## config.mk

```make
export PLATFORM = sky130hd
export DESIGN_NAME = seq_alu
export DESIGN_NICKNAME = d
export VERILOG_FILES = /design/src/rtl/seq_alu.sv
export SDC_FILE = /design/constraint.sdc
export NUM_CORES = 1
export LEC_CHECK = 0
export BUFFER_PORTS_ARGS = -buffer_cell sky130_fd_sc_hd__buf_2
export CELL_PAD_IN_SITES_DETAIL_PLACEMENT = 0
export CELL_PAD_IN_SITES_GLOBAL_PLACEMENT = 1
export CORE_MARGIN = 2
export CORE_UTILIZATION = 30
export CTS_CLUSTER_DIAMETER = 120
export CTS_CLUSTER_SIZE = 40
export DETAILED_ROUTE_END_ITERATION = 8
export GPL_ROUTABILITY_DRIVEN = 0
export PLACE_DENSITY = 0.63
export SYNTH_ARGS = -nofsm -noshare
export SYNTH_HDL_FRONTEND = slang
export SYNTH_SLANG_ARGS = --single-unit
export TNS_END_PERCENT = 10
```

## constraint.sdc

```tcl
create_clock -name clk -period 5.31 [get_ports clk]
set_input_delay 0 -clock clk [delete_from_list [all_inputs] [get_ports clk]]
set_output_delay 0 -clock clk [all_outputs]
set_load 0.01 [all_outputs]
```

## src/rtl/seq_alu.sv

```systemverilog
// Registered ALU with valid/ready handshakes, one operation in flight.
// Define SEQ_ALU_MUL_EN to build the iterative shift-add multiplier (command 11).
module seq_alu #(
   parameter int WIDTH = 32,
   parameter int SHW   = $clog2(WIDTH)
) (
   input  logic             clk,
   input  logic             reset,
   input  logic             in_valid,
   output logic             in_ready,
   input  logic [3:0]       command,
   input  logic [WIDTH-1:0] operandA,
   input  logic [WIDTH-1:0] operandB,
   output logic             out_valid,
   input  logic             out_ready,
   output logic [WIDTH-1:0] result,
   output logic             carryout,
   output logic             overflow,
   output logic             zero,
   output logic             illegal
);

   localparam logic [3:0] C_ADD  = 4'd0;
   localparam logic [3:0] C_SUB  = 4'd1;
   localparam logic [3:0] C_XOR  = 4'd2;
   localparam logic [3:0] C_SLT  = 4'd3;
   localparam logic [3:0] C_AND  = 4'd4;
   localparam logic [3:0] C_NAND = 4'd5;
   localparam logic [3:0] C_NOR  = 4'd6;
   localparam logic [3:0] C_OR   = 4'd7;
   localparam logic [3:0] C_SLL  = 4'd8;
   localparam logic [3:0] C_SRL  = 4'd9;
   localparam logic [3:0] C_SRA  = 4'd10;
`ifdef SEQ_ALU_MUL_EN
   localparam logic [3:0] C_MUL  = 4'd11;
`endif

`ifdef SEQ_ALU_MUL_EN
   typedef enum logic [1:0] {S_IDLE = 2'd0, S_MULT = 2'd1, S_DONE = 2'd2} state_t;
`else
   typedef enum logic [1:0] {S_IDLE = 2'd0, S_DONE = 2'd2} state_t;
`endif

   state_t             state_q;
   logic [WIDTH-1:0]   result_q;
   logic               carry_q;
   logic               ovf_q;
   logic               zero_q;
   logic               ill_q;

   logic               accept;
   logic [WIDTH-1:0]   res_d;
   logic               carry_d;
   logic               ovf_d;
   logic               ill_d;
   logic               is_sub;
   logic [WIDTH-1:0]   b_eff;
   logic [WIDTH:0]     sum;
   logic [SHW-1:0]     amt;

   assign in_ready  = (state_q == S_IDLE) || ((state_q == S_DONE) && out_ready);
   assign accept    = in_valid && in_ready;
   assign out_valid = (state_q == S_DONE);
   assign result    = result_q;
   assign carryout  = carry_q;
   assign overflow  = ovf_q;
   assign zero      = zero_q;
   assign illegal   = ill_q;

   // SUB reuses the adder as A + ~B + 1, so carry-out means "no borrow"
   assign is_sub = (command == C_SUB);
   assign b_eff  = is_sub ? ~operandB : operandB;
   assign sum    = {1'b0, operandA} + {1'b0, b_eff} + {{WIDTH{1'b0}}, is_sub};
   assign amt    = operandB[SHW-1:0];

   always_comb begin
      res_d   = '0;
      carry_d = 1'b0;
      ovf_d   = 1'b0;
      ill_d   = 1'b0;
      case (command)
         C_ADD, C_SUB: begin
            res_d   = sum[WIDTH-1:0];
            carry_d = sum[WIDTH];
            ovf_d   = (operandA[WIDTH-1] == b_eff[WIDTH-1]) &&
                      (sum[WIDTH-1] != operandA[WIDTH-1]);
         end
         // signed compare directly rather than via the subtractor sign, so overflow cannot corrupt it
         C_SLT:  res_d = {{(WIDTH-1){1'b0}}, ($signed(operandA) < $signed(operandB))};
         C_XOR:  res_d = operandA ^ operandB;
         C_AND:  res_d = operandA & operandB;
         C_NAND: res_d = ~(operandA & operandB);
         C_NOR:  res_d = ~(operandA | operandB);
         C_OR:   res_d = operandA | operandB;
         C_SLL:  res_d = operandA << amt;
         C_SRL:  res_d = operandA >> amt;
         C_SRA:  res_d = $signed(operandA) >>> amt;
`ifdef SEQ_ALU_MUL_EN
         C_MUL:  res_d = '0;
`endif
         default: ill_d = 1'b1;
      endcase
   end

`ifdef SEQ_ALU_MUL_EN
   logic [2*WIDTH-1:0] acc_q;
   logic [2*WIDTH-1:0] mcand_q;
   logic [WIDTH-1:0]   mplier_q;
   logic [SHW-1:0]     cnt_q;
   logic [2*WIDTH-1:0] acc_d;

   assign acc_d = acc_q + (mplier_q[0] ? mcand_q : '0);
`endif

   always_ff @(posedge clk) begin
      if (reset) begin
         state_q  <= S_IDLE;
         result_q <= '0;
         carry_q  <= 1'b0;
         ovf_q    <= 1'b0;
         zero_q   <= 1'b1;
         ill_q    <= 1'b0;
`ifdef SEQ_ALU_MUL_EN
         acc_q    <= '0;
         mcand_q  <= '0;
         mplier_q <= '0;
         cnt_q    <= '0;
`endif
      end else begin
         case (state_q)
            S_IDLE, S_DONE: begin
               if (accept) begin
`ifdef SEQ_ALU_MUL_EN
                  if (command == C_MUL) begin
                     state_q  <= S_MULT;
                     acc_q    <= '0;
                     mcand_q  <= {{WIDTH{1'b0}}, operandA};
                     mplier_q <= operandB;
                     cnt_q    <= '0;
                  end else
`endif
                  begin
                     state_q  <= S_DONE;
                     result_q <= res_d;
                     carry_q  <= carry_d;
                     ovf_q    <= ovf_d;
                     zero_q   <= (res_d == '0);
                     ill_q    <= ill_d;
                  end
               end else if ((state_q == S_DONE) && out_ready) begin
                  state_q <= S_IDLE;
               end
            end
`ifdef SEQ_ALU_MUL_EN
            // one multiplier bit per cycle; the WIDTH-th step writes the result
            S_MULT: begin
               acc_q    <= acc_d;
               mcand_q  <= mcand_q << 1;
               mplier_q <= mplier_q >> 1;
               cnt_q    <= cnt_q + SHW'(1);
               if (cnt_q == SHW'(WIDTH - 1)) begin
                  state_q  <= S_DONE;
                  result_q <= acc_d[WIDTH-1:0];
                  carry_q  <= 1'b0;
                  ovf_q    <= |acc_d[2*WIDTH-1:WIDTH];
                  zero_q   <= (acc_d[WIDTH-1:0] == '0);
                  ill_q    <= 1'b0;
               end
            end
`endif
            default: state_q <= S_IDLE;
         endcase
      end
   end

endmodule

```

==> results of run 1 <==
## worst max-delay path, delay by kind of cell
family          cells  cell delay, ps
simple gates        5            1170
compound gates      7            2330
xor+xnor            1             160
fa+ha+maj           1             340
buf+inv             3             790
## what timing repair did
item / in CTS / in global routing
hold buffers: 1 / 0
setup endpoints to repair: 0 / 0
endpoints found under the hold margin: 1 / 0
setup buffers: 0 / 0
gates resized for setup: 0 / 0
## state kept, by name, indices dropped and copies added (netlist names)
signal and count:
zero 1, illegal 1, result 32, overflow 1, state_q 1, carryout 1
## stage by stage
stage,instance area [um^2],worst slack [ps]
4_1_cts,11740,718.8
2_1_floorplan,10730,524.1
5_1_grt,11740,340.9
6_report,11750,701.5
3_3_place_gp,11570,559.3
3_5_place_dp,11570,441.4
## cells in the mapped netlist (9+ instances only)
cell         n
mux4_2      29
and3_1      10
nor2_1     123
a211oi_1    44
ha_1       137
o22ai_1     16
buf_2       24
inv_1       83
nor2b_1     12
mux2i_1     89
nand2b_1    10
o21ai_0     50
a221oi_1    13
xor2_1      22
nand3_1     22
nor3_1      34
clkbuf_1    53
xnor2_1     52
mux4_1      12
dfxtp_1     37
a21o_1      10
a31oi_1     10
o221ai_1     9
a2111oi_0   11
nand2_1    106
nor4_1       9
a21oi_1     89
mux2_2      16
nand4_1     15
a22oi_1     10
o211ai_1    21
## cells by family (layout without fill, tap and decap cells)
kind of cell,Yosys count,count (layout),synth area share
AND/OR/NAND/NOR,401,401,0.1814
multiplexers,146,146,0.1900
AO/OA/AOI/OAI,384,384,0.2554
other,0,1,0
buffers and inverters,187,235,0.08078
flip-flops,37,37,0.06901
adder cells (fa/ha/maj),138,138,0.1616
XOR/XNOR,75,75,0.06190
## where the power goes
group,total [mW],switching [mW],internal (mW)
Combinational,1.20,0.770,0.428
Clock,0.305,0.107,0.198
Sequential,0.313,0.0120,0.301
Total,1.82,0.889,0.927
## per-layer routing
| layer | GRT usage | routed length, um | vias to the layer above |
|---|---|---|---|
| li1 | - | - | 5241 |
| met4 | 0.1043 | 2229 | 2 |
| met3 | 0.04941 | 4469 | 132 |
| met2 | 0.3826 | 20280 | 620 |
| met1 | 0.3473 | 20940 | 5513 |
| met5 | 0 | 13 | - |
## area by class of cell
class                   instances  area (um^2)  area share
multi-input cells            1144         9151      0.7792
diodes                          1        2.502   0.0002131
clock inverters                 1        5.005   0.0004261
well taps                     461        576.8     0.04911
clock buffers                   7        152.6     0.01300
flip-flops and latches         37        740.7     0.06307
inverters                      86        322.8     0.02748
repair buffers                141        793.3     0.06754
## path summary, 6_finish.rpt
kind / from / to / slack, ps / cells past startpoint
worst max-delay path: command[3] / zero$_SDFFE_PP1P_ / 700 / 17
worst max register to register: state_q[1]$_SDFFE_PP0P_ / zero$_SDFFE_PP1P_ / 2310 / 9
worst min-delay path: out_ready / state_q[1]$_SDFFE_PP0P_ / 70 / 3
worst min register to register: result[2]$_SDFFE_PP0P_ / result[2]$_SDFFE_PP0P_ / 460 / 2
==> results.yml, run 1 <==
sta:
  relSlewSlack: 0.2588
  hold_viol: 0
  max_freq_mhz: 217.0
  tightest_slew_ps: 1100
  setup_viol_count_final: 0
  period_needed_ps: 4608
  fin_skew_ps: 1.613
  fin_hold_ws_ps: 69.58
  rsz0062_at_grt: "false"
  slew_violations: 0
  finalCritPeriodShare: 0.8679
  fin_tns_setup_ps: 0
drt:
  via_per_inst: 6.128
  detail-route-antenna-nets: 0
  wirelength_um: 47930
  remaining_drc_errors: 0
  drtPass1Iterations: 6
  drtIter0Drc: 1160
  drt-wirelength-per-cell_um: 25.52
  vias: 11510
worst_setup_path:
  crit_fanout: 16
  slowest_stage: "a2111oi_0"
  critPathRequiredTime_ps: 5500
  end_kind: "register"
  critPathKind: "input port to register"
  max_stage_delay_ps: 790
  crit_arrival_ps: 4800
  cp-start-kind: "input port"
  path_cells: "buf_2, nor3_2, and2_2, buf_4, xnor2_1, ha_1, a21oi_1, o21ai_0, nand2_1, o311ai_0, a2111oi_0, o311ai_0, buf_4, a311oi_1, and4_1, nand4b_1, o31ai_2"
place:
  dp_hpwl_um: 37570
  port_buffers: 109
  dp_cells: 1868
yosys:
  synthesis.nets: 1578
  yosysTopAreaCell: "ha_1"
  synth.yosys.seq_area_share: 0.06901
  synth.area.top_cells: "ha_1 16%, mux2i_1 8.3%, dfxtp_1 6.9%"
  netlist_instances: 1368
  netlist_area_mm2: 0.01073
  synth-main-ff-cell: "dfxtp_1"
  ys.warnings.count: 0
  synth_top_area_frac: 0.1597
  avgSynthCellArea_um2: 7.847
  synth_edf_count: 0
  async_flop_share: 0
  ys_types: 91
  synth-seq-cells: 37
outcome:
  status: "complete, no violations"
clocking:
  root_buffer: "clkbuf_16"
  cts.clk_slew.worst_paths_ps: 50
  clkSinkCount: 37
  cts_made_buffers: 5
  cts_tree: "yes"
  cts.path.max_buffers: 2
  clock_latency_ps: 280
  cts_max_level: 2
die:
  die_h_um: 193.2
  die-area_mm2: 0.03731
  fp.coreArea_mm2: 0.03540
  start_util: 0.3033
  die_width_um: 193.2
  num_rows: 69
  io_pins: 110
global_route:
  antenna_found_initial: 1
  grt_pass1_vias: 10750
  track_usage: 0.2519
  grt_max_degree: 56
  grt_pass1_wl_um: 70750
  gr-total-overflow: 0
power:
  powerDensity_mw_per_mm2: 154.6
  peakVddDrop_mv: 0.2745
  p_leak_nw: 5.114
  finalPower_mw: 1.816
finish:
  stdcell_count: 1878
  layout-drive-gt1-share: 0.1582
  mostFrequentLayoutCells: "137 x ha_1, 122 x nor2_1, 107 x buf_2, 106 x nand2_1"
  final_common_cell: "ha_1"
  fillers: 3823
  post-route-util: 0.3318
  synthToLayoutAreaGrowth_pct: 9.418
  finalNetCount: 1625
hold_path:
  hold_class: "input port to register"
job:
  maxCapViolations: 0
Power figures use the tool's default switching activity.
==> inputs of run 2 (changes only) <==
--- a/config.mk
+++ b/config.mk
@@ -8,6 +8,7 @@
 export BUFFER_PORTS_ARGS = -buffer_cell sky130_fd_sc_hd__buf_2
 export CELL_PAD_IN_SITES_DETAIL_PLACEMENT = 0
 export CELL_PAD_IN_SITES_GLOBAL_PLACEMENT = 1
+export CORE_ASPECT_RATIO = 0.6
 export CORE_MARGIN = 2
 export CORE_UTILIZATION = 30
 export CTS_CLUSTER_DIAMETER = 120
==> run 2 against run 1 <==
  * Cell count is 0.48% higher
  * Clock power up 14%
  * Critical path depth down 1
  * Die area up 0.13%
  * Sequential share of layout area is essentially flat
  * Flip-flop and latch count did not move
  * Non-clock buffer count rose by 4
  * Fmax decreased by 3.6%
==> results.yml, run 2 (synthesis gave the netlist of run 1 again) <==
global_route:
  gr-total-overflow: 0
  antenna_found_initial: 2
  grt_pass1_vias: 10740
  track_usage: 0.2636
  grt_pass1_wl_um: 72710
  grt_max_degree: 54
drt:
  drt-wirelength-per-cell_um: 26.52
  via_per_inst: 6.227
  remaining_drc_errors: 0
  detail-route-antenna-nets: 0
  drtPass1Iterations: 8
  wirelength_um: 50050
  drtIter0Drc: 1438
  vias: 11750
sta:
  fin_tns_setup_ps: 0
  hold_viol: 0
  setup_viol_count_final: 0
  fin_skew_ps: 1.417
  tightest_slew_ps: 1399
  finalCritPeriodShare: 0.9002
  rsz0062_at_grt: "false"
  fin_hold_ws_ps: 47.40
  period_needed_ps: 4780
  relSlewSlack: 0.04350
  slew_violations: 0
  max_freq_mhz: 209.2
place:
  dp_hpwl_um: 40140
  port_buffers: 109
power:
  pwr-share-clk: 0.184
  p_seq_frac: 0.165
  p_leak_nw: 5.137
  comb_power_share: 0.652
  power_switching_share: 0.4893
  peakVddDrop_mv: 0.1099
  internal_power_mw: 0.9675
  powerDensity_mw_per_mm2: 160.6
  p_switching_mw: 0.9271
worst_setup_path:
  end_kind: "register"
  path_cells: "buf_2, buf_4, nor3b_1, a32oi_1, fa_1, nand3b_1, a21oi_1, o21a_1, a211oi_2, buf_4, or4_1, a31oi_1, o2111ai_1, a41oi_1, o311ai_1, o211a_1"
  crit_fanout: 47
  max_stage_delay_ps: 720
  cp-endpoint: "result[30]$_SDFFE_PP0P_"
  r2r_slack_ps: 2040
  r2r-end: "zero$_SDFFE_PP1P_"
  r2r_start: "state_q[1]$_SDFFE_PP0P_"
  critPathRequiredTime_ps: 5490
  critPathKind: "input port to register"
  crit_top_cell: "buf_4"
  reg2regPathDepth: 10
  path_buf_inv: 3
  slowest_stage: "nor3b_1"
  critical-path-top-delay-family: "compound AO/OA/AOI/OAI gates"
  crit_arrival_ps: 4960
  crit_start: "command[1]"
  cp-start-kind: "input port"
  cp.depth: 16
finish:
  post-route-util: 0.3357
  largest_reg_flops: 32
  mostFrequentLayoutCells: "137 x ha_1, 123 x nor2_1, 107 x buf_2, 106 x nand2_1"
  antennaDiodeCount: 0
  synthToLayoutAreaGrowth_pct: 9.919
  finalNetCount: 1629
  final_common_cell: "ha_1"
  fillers: 3763
  layout-drive-gt1-share: 0.1599
job:
  maxCapViolations: 0
clocking:
  cts_made_buffers: 5
  root_buffer: "clkbuf_16"
  cts_tree: "yes"
  cts.clk_slew.worst_paths_ps: 50
  cts_resized: 0
  cts.path.max_buffers: 2
  clock_latency_ps: 290
  cts_max_level: 2
  clkSinkCount: 37
die:
  fp.coreArea_mm2: 0.03515
  die_width_um: 248.2
  io_pins: 110
  die-area_mm2: 0.03736
  die_h_um: 150.5
  num_rows: 53
  start_util: 0.3054
hold_path:
  hold_class: "input port to register"
outcome:
  status: "complete, no violations"
==> run 2: cell types whose count changed in the layout (fill, tap and decap cells not counted) <==
cell / delta
buf_4: +4
clkbuf_1: +1
diode_2: -1
nor4bb_2: +1
clkinv_2: -1
nor4bb_1: -1
nor2_2: -1
nor2_1: +1
clkbuf_8: -1
bufinv_16: +1
==> run 2: final cells by class <==
class | count | area [um^2] | share of cell area
clock buffer | 7 | 142.6 | 0.01209
clock inverter | 1 | 30.03 | 0.002545
inverter | 86 | 322.8 | 0.02736
multi-input combinational | 1144 | 9155 | 0.7759
sequential | 37 | 740.7 | 0.06278
tap | 467 | 584.3 | 0.04952
timing repair buffer | 145 | 823.3 | 0.06978
==> run 2: repair_timing <==
action                                 4_1_cts  5_1_grt
hold buffers                                 1        0
setup buffers                                0        0
endpoints found under the hold margin        1        0
==> run 2: how the worst min path moves through the flow <==
stage                    from                      end  slack, ps  depth (start not counted)
finish              out_ready  state_q[1]$_SDFFE_PP0P_         50                          3
global route        out_ready  state_q[1]$_SDFFE_PP0P_        100                          3
CTS                 out_ready  state_q[1]$_SDFFE_PP0P_         40                          3
detailed placement   in_valid  state_q[1]$_SDFFE_PP0P_        260                          3
global placement     in_valid  state_q[1]$_SDFFE_PP0P_        250                          3
floorplan            in_valid  state_q[1]$_SDFFE_PP0P_        130                          2
==> run 2: per-layer routing <==
layer	track usage	part of all wire	vias to the layer above
met4	0.03482	0.015	4
met3	0.1137	0.15	59
met1	0.4073	0.48	5668
li1	-	-	5253
met2	0.3305	0.36	767
met5	0	0.00046	-
==> run 2: metrics by stage <==
step | setup slack, ps | total power [mW] | instance area, um^2 | std cells
finish | 529.9 | 1.895 | 11800 | 1887
global route | 303.9 | 1.994 | 11800 | 1887
CTS | 677.0 | 1.853 | 11800 | 1887
detailed placement | 403.4 | 1.494 | 11620 | 1878
global placement | 434.1 | 1.497 | 11620 | 1878
floorplan | 524.1 | 1.077 | 10730 | 1368
==> run 2: power by group through the flow <==
| stage | clock network, mW | registers (mW) | logic, mW |
|---|---|---|---|
| CTS | 0.356 | 0.313 | 1.18 |
| detailed placement | 0 | 0.319 | 1.18 |
| global route | 0.366 | 0.315 | 1.31 |
| floorplan | 0 | 0.328 | 0.749 |
| finish | 0.348 | 0.312 | 1.23 |
| global placement | 0 | 0.318 | 1.18 |
==> run 2: tightest hold or removal path, delay by kind of cell <==
kind / cells / cell delay, ps
and+or+nand+nor: 1 / 140
buffers and inverters: 1 / 70
AOI/OAI and AO/OA: 1 / 80
